===== src/rtl/mult_pkg.sv =====
`default_nettype none
// ============================================================================
//  Module   : mult_pkg
//  Purpose  : Shared state encoding and default width for the add-shift
//             multiplier control sequencer.
//  Revision : 1.0 - initial release
// ============================================================================
package mult_pkg;

    localparam int MULT_N = 8;

    typedef enum logic [2:0] {
        IDLE  = 3'd0,
        LOAD  = 3'd1,
        CLR   = 3'd2,
        ADD   = 3'd3,
        SHIFT = 3'd4,
        DONE  = 3'd5
    } mult_state_t;

endpackage : mult_pkg
`default_nettype wire


===== src/rtl/btn_sync_edge.sv =====
`default_nettype none
// ============================================================================
//  Module   : btn_sync_edge
//  Purpose  : Two-flop synchroniser plus edge register for a button level;
//             provides the synchronised level and a one-cycle rise pulse.
//  Revision : 1.0 - initial release
// ============================================================================
module btn_sync_edge (
    input  logic clk_i,
    input  logic reset_i,
    input  logic btn_i,
    output logic level_o,
    output logic rise_o
);

    // [0] first sync stage, [1] second sync stage, [2] edge history
    logic [2:0] sync_q;

    // Reset to all ones so a button held through reset never looks like a press.
    always_ff @(posedge clk_i) begin
        if (reset_i) begin
            sync_q <= 3'b111;
        end else begin
            sync_q <= {sync_q[1:0], btn_i};
        end
    end

    assign level_o = sync_q[1];
    assign rise_o  = sync_q[1] & ~sync_q[2];

endmodule : btn_sync_edge
`default_nettype wire


===== src/rtl/mult_sequencer.sv =====
`default_nettype none
// ============================================================================
//  Module   : mult_sequencer
//  Purpose  : Control sequencer for the N-bit add-shift multiplier; turns
//             Run/Load_Clear presses into one-hot register-unit strobes.
//  Revision : 1.0 - initial release
// ============================================================================
module mult_sequencer
    import mult_pkg::*;
#(
    parameter int N = MULT_N
) (
    input  logic clk_i,
    input  logic reset_i,
    input  logic run_i,
    input  logic load_clear_i,
    input  logic m_i,
    output logic clr_xa_o,
    output logic ld_b_o,
    output logic add_o,
    output logic sub_o,
    output logic shift_o,
    output logic busy_o,
    output logic done_o
);

    localparam int              CW       = (N > 1) ? $clog2(N) : 1;
    localparam logic [CW-1:0]   CNT_LAST = CW'(N - 1);

    mult_state_t   state_q, state_d;
    logic [CW-1:0] cnt_q, cnt_d;

    logic run_level;
    logic run_rise;
    logic lc_level_unused;
    logic lc_rise;

    btn_sync_edge u_run_sync (
        .clk_i   (clk_i),
        .reset_i (reset_i),
        .btn_i   (run_i),
        .level_o (run_level),
        .rise_o  (run_rise)
    );

    btn_sync_edge u_lc_sync (
        .clk_i   (clk_i),
        .reset_i (reset_i),
        .btn_i   (load_clear_i),
        .level_o (lc_level_unused),
        .rise_o  (lc_rise)
    );

    always_ff @(posedge clk_i) begin
        if (reset_i) begin
            state_q <= IDLE;
            cnt_q   <= '0;
        end else begin
            state_q <= state_d;
            cnt_q   <= cnt_d;
        end
    end

    always_comb begin
        state_d  = state_q;
        cnt_d    = cnt_q;
        clr_xa_o = 1'b0;
        ld_b_o   = 1'b0;
        add_o    = 1'b0;
        sub_o    = 1'b0;
        shift_o  = 1'b0;
        busy_o   = 1'b0;
        done_o   = 1'b0;

        unique case (state_q)
            IDLE: begin
                // Run has priority; a simultaneous Load_Clear press is dropped.
                if (run_rise) begin
                    state_d = CLR;
                end else if (lc_rise) begin
                    state_d = LOAD;
                end
            end
            LOAD: begin
                ld_b_o   = 1'b1;
                clr_xa_o = 1'b1;
                state_d  = IDLE;
            end
            CLR: begin
                clr_xa_o = 1'b1;
                busy_o   = 1'b1;
                cnt_d    = '0;
                state_d  = ADD;
            end
            ADD: begin
                busy_o = 1'b1;
                // Final iteration subtracts: the multiplier MSB carries negative weight.
                if (cnt_q == CNT_LAST) begin
                    sub_o = m_i;
                end else begin
                    add_o = m_i;
                end
                state_d = SHIFT;
            end
            SHIFT: begin
                shift_o = 1'b1;
                busy_o  = 1'b1;
                if (cnt_q == CNT_LAST) begin
                    state_d = DONE;
                end else begin
                    cnt_d   = cnt_q + CW'(1);
                    state_d = ADD;
                end
            end
            DONE: begin
                done_o = 1'b1;
                if (!run_level) begin
                    state_d = IDLE;
                end
            end
            default: begin
                state_d = IDLE;
            end
        endcase
    end

endmodule : mult_sequencer
`default_nettype wire


===== config.mk =====
export PLATFORM = sky130hd
export DESIGN_NAME = mult_sequencer
export DESIGN_NICKNAME = d
export VERILOG_FILES = /design/src/rtl/mult_pkg.sv /design/src/rtl/btn_sync_edge.sv /design/src/rtl/mult_sequencer.sv
export SDC_FILE = /design/constraint.sdc
export NUM_CORES = 1
export LEC_CHECK = 0
export CAP_MARGIN = 20
export CORE_MARGIN = 2
export CORE_UTILIZATION = 30
export CTS_CLUSTER_SIZE = 25
export DETAILED_ROUTE_END_ITERATION = 8
export SKIP_LAST_GASP = 1
export SYNTH_ARGS = -nofsm -noshare
export SYNTH_HDL_FRONTEND = slang
export SYNTH_HIERARCHICAL = 1
export SYNTH_SLANG_ARGS = --single-unit
export TNS_END_PERCENT = 10

===== constraint.sdc =====
create_clock -name clk_i -period 2 [get_ports clk_i]
set_input_delay 0.4 -clock clk_i [delete_from_list [all_inputs] [get_ports clk_i]]
set_output_delay 0.4 -clock clk_i [all_outputs]
set_load 0.05 [all_outputs]

# After elaboration in Yosys (flattened, before gate mapping)

Cells that the tools add are included.

Flip-flop bits (word level): 12
Input port bits: 5
Output and inout port bits: 7
Logic and storage cells: 40

Add/subtract/negate cells: 1
Equality and inequality tests: 9
Multiplexer cells: 16
Bitwise logic cells: 4
Reduce and logical (&&, ||, !) cells: 6

Operators with widths:

| operator                                                         | count |
|---|---|
| 3-bit two-way mux                                                | 5 |
| 3-bit case mux with 5 select lines                               | 1 |
| 3-bit == test (second input constant)                            | 3 |
| 1-bit two-way mux                                                | 9 |
| 3-bit by 2-bit == test with 1-bit output (second input constant) | 2 |
| 3-bit case mux with 2 select lines                               | 1 |
| 2-bit inequality test (second input constant)                    | 2 |
| 2-bit AND reduction                                              | 2 |
| 3-bit by 1-bit adder with 3-bit output (second input constant)   | 1 |
| 3-bit by 1-bit == test with 1-bit output (second input constant) | 1 |
| 3-bit logical NOT                                                | 1 |
| 3-bit inequality test (second input constant)                    | 1 |
| 3-bit OR reduction                                               | 1 |
| 1-bit AND                                                        | 2 |
| 1-bit inverter                                                   | 2 |
| 2-bit nonzero test                                               | 1 |
| 2-bit OR reduction                                               | 1 |

# Depth between registers and ports, before layout

Depth after elaboration: 5
Mapped depth: 5
Gate-level depth less buffers: 5

# Modules after synthesis

Netlist, hierarchy kept.

Modules (own cells, without submodules):

| module         | times used | cells an instance | area each (µm²) |
|---|---|---|---|
| mult_sequencer | 1          | 42                | 415.4 |
| btn_sync_edge  | 2          | 7                 | 85.1 |

# Worst setup path after synthesis

No wires, ideal clock.

Path kind: reg2out
Start point: reg state_q[1]
End point: out busy_o
Arrival time: 1.843 ns
Slack: -0.243 ns
Cell stages (with the launch flop): 5
Buffers on the path: 1
Path through: dfxtp_1 -> buf_6 -> nand2b_1 -> nor2_1 -> or2_1

Cells in the longest elaborated chain, start to end: 3

RTL lines:

| element                                                                   | line                 | text |
|---|---|---|
| start: declaration                                                        | mult_sequencer.sv:30 | `mult_state_t state_q, state_d;` |
| start signal: assignment                                                  | mult_sequencer.sv:59 | `state_q <= state_d;` |
| 3-bit == test or 3-bit by 2-bit == test with 1-bit output (tied branches) | mult_sequencer.sv:75 | `unique case (state_q)` |
| 3-bit OR reduction (no source line) (*)                                   | -                    |  |
| 1-bit two-way mux (*)                                                     | mult_sequencer.sv:75 |  |
| end: declaration                                                          | mult_sequencer.sv:23 | `output logic busy_o,` |

Mark *: on every way between the ends. The rest lies on a longest branch, timed or not.

# Final worst setup path

Start point: reg cnt_q[0]
End point: out sub_o

Cells in the longest elaborated chain, start to end: 3

RTL lines:

| element                  | line                 | text |
|---|---|---|
| start: declaration       | mult_sequencer.sv:31 | `logic [CW-1:0] cnt_q, cnt_d;` |
| start signal: assignment | mult_sequencer.sv:60 | `cnt_q <= cnt_d;` |
| 3-bit == test            | mult_sequencer.sv:98 | `if (cnt_q == CNT_LAST) begin` |
| 1-bit two-way mux        | mult_sequencer.sv:98 |  |
| 1-bit two-way mux        | mult_sequencer.sv:75 |  |
| end: declaration         | mult_sequencer.sv:21 | `output logic sub_o,` |

Every way passes these cells.

==> impl_metrics.yaml <==
status:
  status: "complete, no violations"
timing:
  fin_skew_ns: 0.000308
  worst_pin_slew_ns: 0.363
  setup_tns_ns: 0
  hold_viol_final: 0
  slew_violations: 0
  setup_violations: 0
  setup_ws_ns: 0.142
  finalCriticalPeriod_ns: 1.86
  rsz0062_at_grt: "no"
  fin_crit_sh_pct: 92.9
  fmax_ghz: 0.538
  max-slew-margin-rel_pct: 75.7
  hold_ws_ns: 0.413
global_route:
  antenna_found_initial: 0
  grt_max_degree: 9
  grt_remaining_overflow: 0
  grt_pass1_vias: 408
  grt_pass1_wl_um: 1840
  grtUsageTotal_pct: 11.3
worst_setup_path:
  r2r-end: "cnt_q[0]"
  r2r_slack_ns: 0.54
  endpoint_kind: "primary output"
  r2r_start: "cnt_q[0]"
  path_class: "reg2out"
  crit_required_ns: 1.60
  ff2ff_path_depth: 5
  critPathMaxFanout: 4
  cp-start-kind: "flop"
  crit_start: "cnt_q[0]"
  critPathCapture: "sub_o"
  crit_arrival_ns: 1.46
  max_stage_delay_ns: 0.37
  crit_slowest_cell: "dfxtp_1"
  crit_chain: "ha_1 > ha_4 > inv_1 > nor2_1 > buf_12"
route:
  wl_per_cell_um: 10.8
  ant_nets: 0
  drt_wl_total_um: 1050
  routed-via-count: 437
  drc_errors: 0
  drtIter0Drc: 0
  first_pass_iters: 1
  drt-vias-per-instance: 4.51
clock_tree:
  clkSlewWorstSetupHoldPaths_ns: 0.08
  insertion_delay_ns: 0.26
  cts_buffers: 3
  cts-htree-levels: 1
  tritoncts: "done"
  cts_sinks: 12
  cts-root-buf: "clkbuf_4"
  cts_buffer_depth: 2
yosys:
  synth.distinct_cells: 23
  synthesis.area_um2: 586
  synth-seq-area-share_pct: 41.0
  yosysWarnings: 6
  ys_ff_latch: 12
  synthMuxAreaShare_pct: 4.27
  synth-simple-area-share_pct: 29.7
  synth_fa_ha_area_share_pct: 6.41
  synth_nets: 64
  synth_top_family_by_area: "simple AND/OR/NAND/NOR gates"
  synth_compound_area_share_pct: 10.7
  postSynthCellCount: 56
  synth_area_per_cell_um2: 10.5
  synthXorXnorAreaFrac_pct: 1.50
final_layout:
  nets: 81
  final_core_util_pct: 46.9
  area_delta_synth_final_pct: 42.9
  diodes: 0
  layoutNonFillerInstCount: 97
  drive_gt1_share_pct: 30.6
floorplan:
  rows: 15
  dieWidth_um: 48.2
  dieHeight_um: 48.2
  start_util_pct: 32.8
  ios: 12
  dieArea_mm2: 0.00232
  coreArea_mm2: 0.00178
placement:
  routabilityCongestion: 0.714
  numPortBuffers: 11
  place_hpwl_um: 828
  dp_cells: 93
  dp_worst_setup_slack_ns: 0.290
power_and_ir_drop:
  leakagePower_uw: 0.000323
  ir_drop_mv: 0.466
  cellPowerDensity_mw_per_mm2: 589
flow_run:
  drv_cap: 0
min_path:
  hold_class: "reg2reg"
[logic make-up (layout without fill, tap and decap cells)]
group / count (synthesis) / count (layout)
xor+xnor: 1 / 1
compound gates: 7 / 7
simple gates: 25 / 25
flops: 12 / 12
mux: 2 / 2
fa+ha+maj: 3 / 3
buf+inv: 6 / 22
[flip-flops by register name, indices dropped and copies added (netlist names)]
| name | flops |
|---|---|
| cnt_q | 3 |
| state_q | 3 |
| u_lc_sync/sync_q | 3 |
| u_run_sync/sync_q | 3 |
[metrics by stage]
stage | instance area [um^2] | power, uW
global route | 837 | 519
CTS | 826 | 498
finish | 837 | 493
global placement | 787 | 309
floorplan | 588 | 285
detailed placement | 787 | 310
[timing repair]
| action | in CTS | in global routing |
|---|---|---|
| endpoints found under the setup margin | 1 | 2 |
| hold buffers | 0 | 0 |
| buffers inserted | 0 | 0 |
| pin swaps | 0 | 0 |
| resized for setup | 1 | 2 |
[cell type report]
class | instances | area (um^2)
clock buffers | 4 | 36.3
multi-input cells | 38 | 323
flip-flops and latches | 12 | 241
fillers | 176 | 946
repair buffers | 14 | 190
well taps | 25 | 31.3
inverters | 4 | 15.0
[critical path, delay by kind of cell (launching register included)]
kind | cells | cell delay [ns]
flops | 1 | 0.37
buf+inv | 2 | 0.21
simple gates | 1 | 0.18
fa+ha+maj | 2 | 0.43
[cells in the final DEF, fill, tap and decap left out, types with 2 or more instances in the layout]
cell             count
clkbuf_4             3
nor2b_1              4
clkdlybuf4s50_1      4
buf_4                4
buf_12               6
ha_1                 2
inv_1                4
a22o_1               2
or2_1                7
dfxtp_1             11
nor2_1               6
[Yosys cell counts]
library cell  instances  share of area, %
nor2b_1               4               4.3
dfxtp_1              12                41
mux2_4                1               2.6
nor2_1                7               4.5
nand3b_1              1               1.3
nand3_1               1              0.85
o22a_1                1               1.5
o21a_1                1               1.3
a22o_1                2               3.0
or2_1                 7               7.5
ha_1                  3               6.4
nor3_2                1               1.7
a221oi_1              1               1.5
buf_6                 2               3.8
nor3_1                1              0.85
a211oi_2              1               2.1
xnor2_1               1               1.5
nor4_4                1               3.6
o211ai_1              1               1.3
nand2b_1              1               1.1
mux2i_1               1               1.7
inv_1                 4               2.6
nor4b_4               1               4.1
[routing by layer]
metal | vias to the layer above | track usage, % | wire (um)
met3 | 0 | 3.33 | 42
met1 | 199 | 14.4 | 485
met4 | 0 | 3.24 | 0
li1 | 226 | - | -
met2 | 12 | 18.4 | 524
met5 | - | 0 | 0
[how the worst min path moves through the flow]
| stage | start | to | slack, ns | cells after the start |
|---|---|---|---|---|
| after global routing | u_run_sync/sync_q[0] | u_run_sync/sync_q[1] | 0.43 | 1 |
| after CTS | u_run_sync/sync_q[0] | u_run_sync/sync_q[1] | 0.42 | 1 |
| final | u_run_sync/sync_q[0] | u_run_sync/sync_q[1] | 0.41 | 1 |
| after floorplan | u_lc_sync/sync_q[0] | u_lc_sync/sync_q[1] | 0.38 | 1 |
| after global placement | u_lc_sync/sync_q[0] | u_lc_sync/sync_q[1] | 0.39 | 1 |
| after detailed placement | u_lc_sync/sync_q[0] | u_lc_sync/sync_q[1] | 0.39 | 1 |
[power by group]
group	internal, uW	total [uW]	switching (uW)	leakage, uW
Clock	110	189	78.6	0.0000210
Sequential	245	250	4.52	0.0000985
Combinational	27.4	54.2	26.8	0.000203
Note: power is estimated with default switching activity, not from simulation.
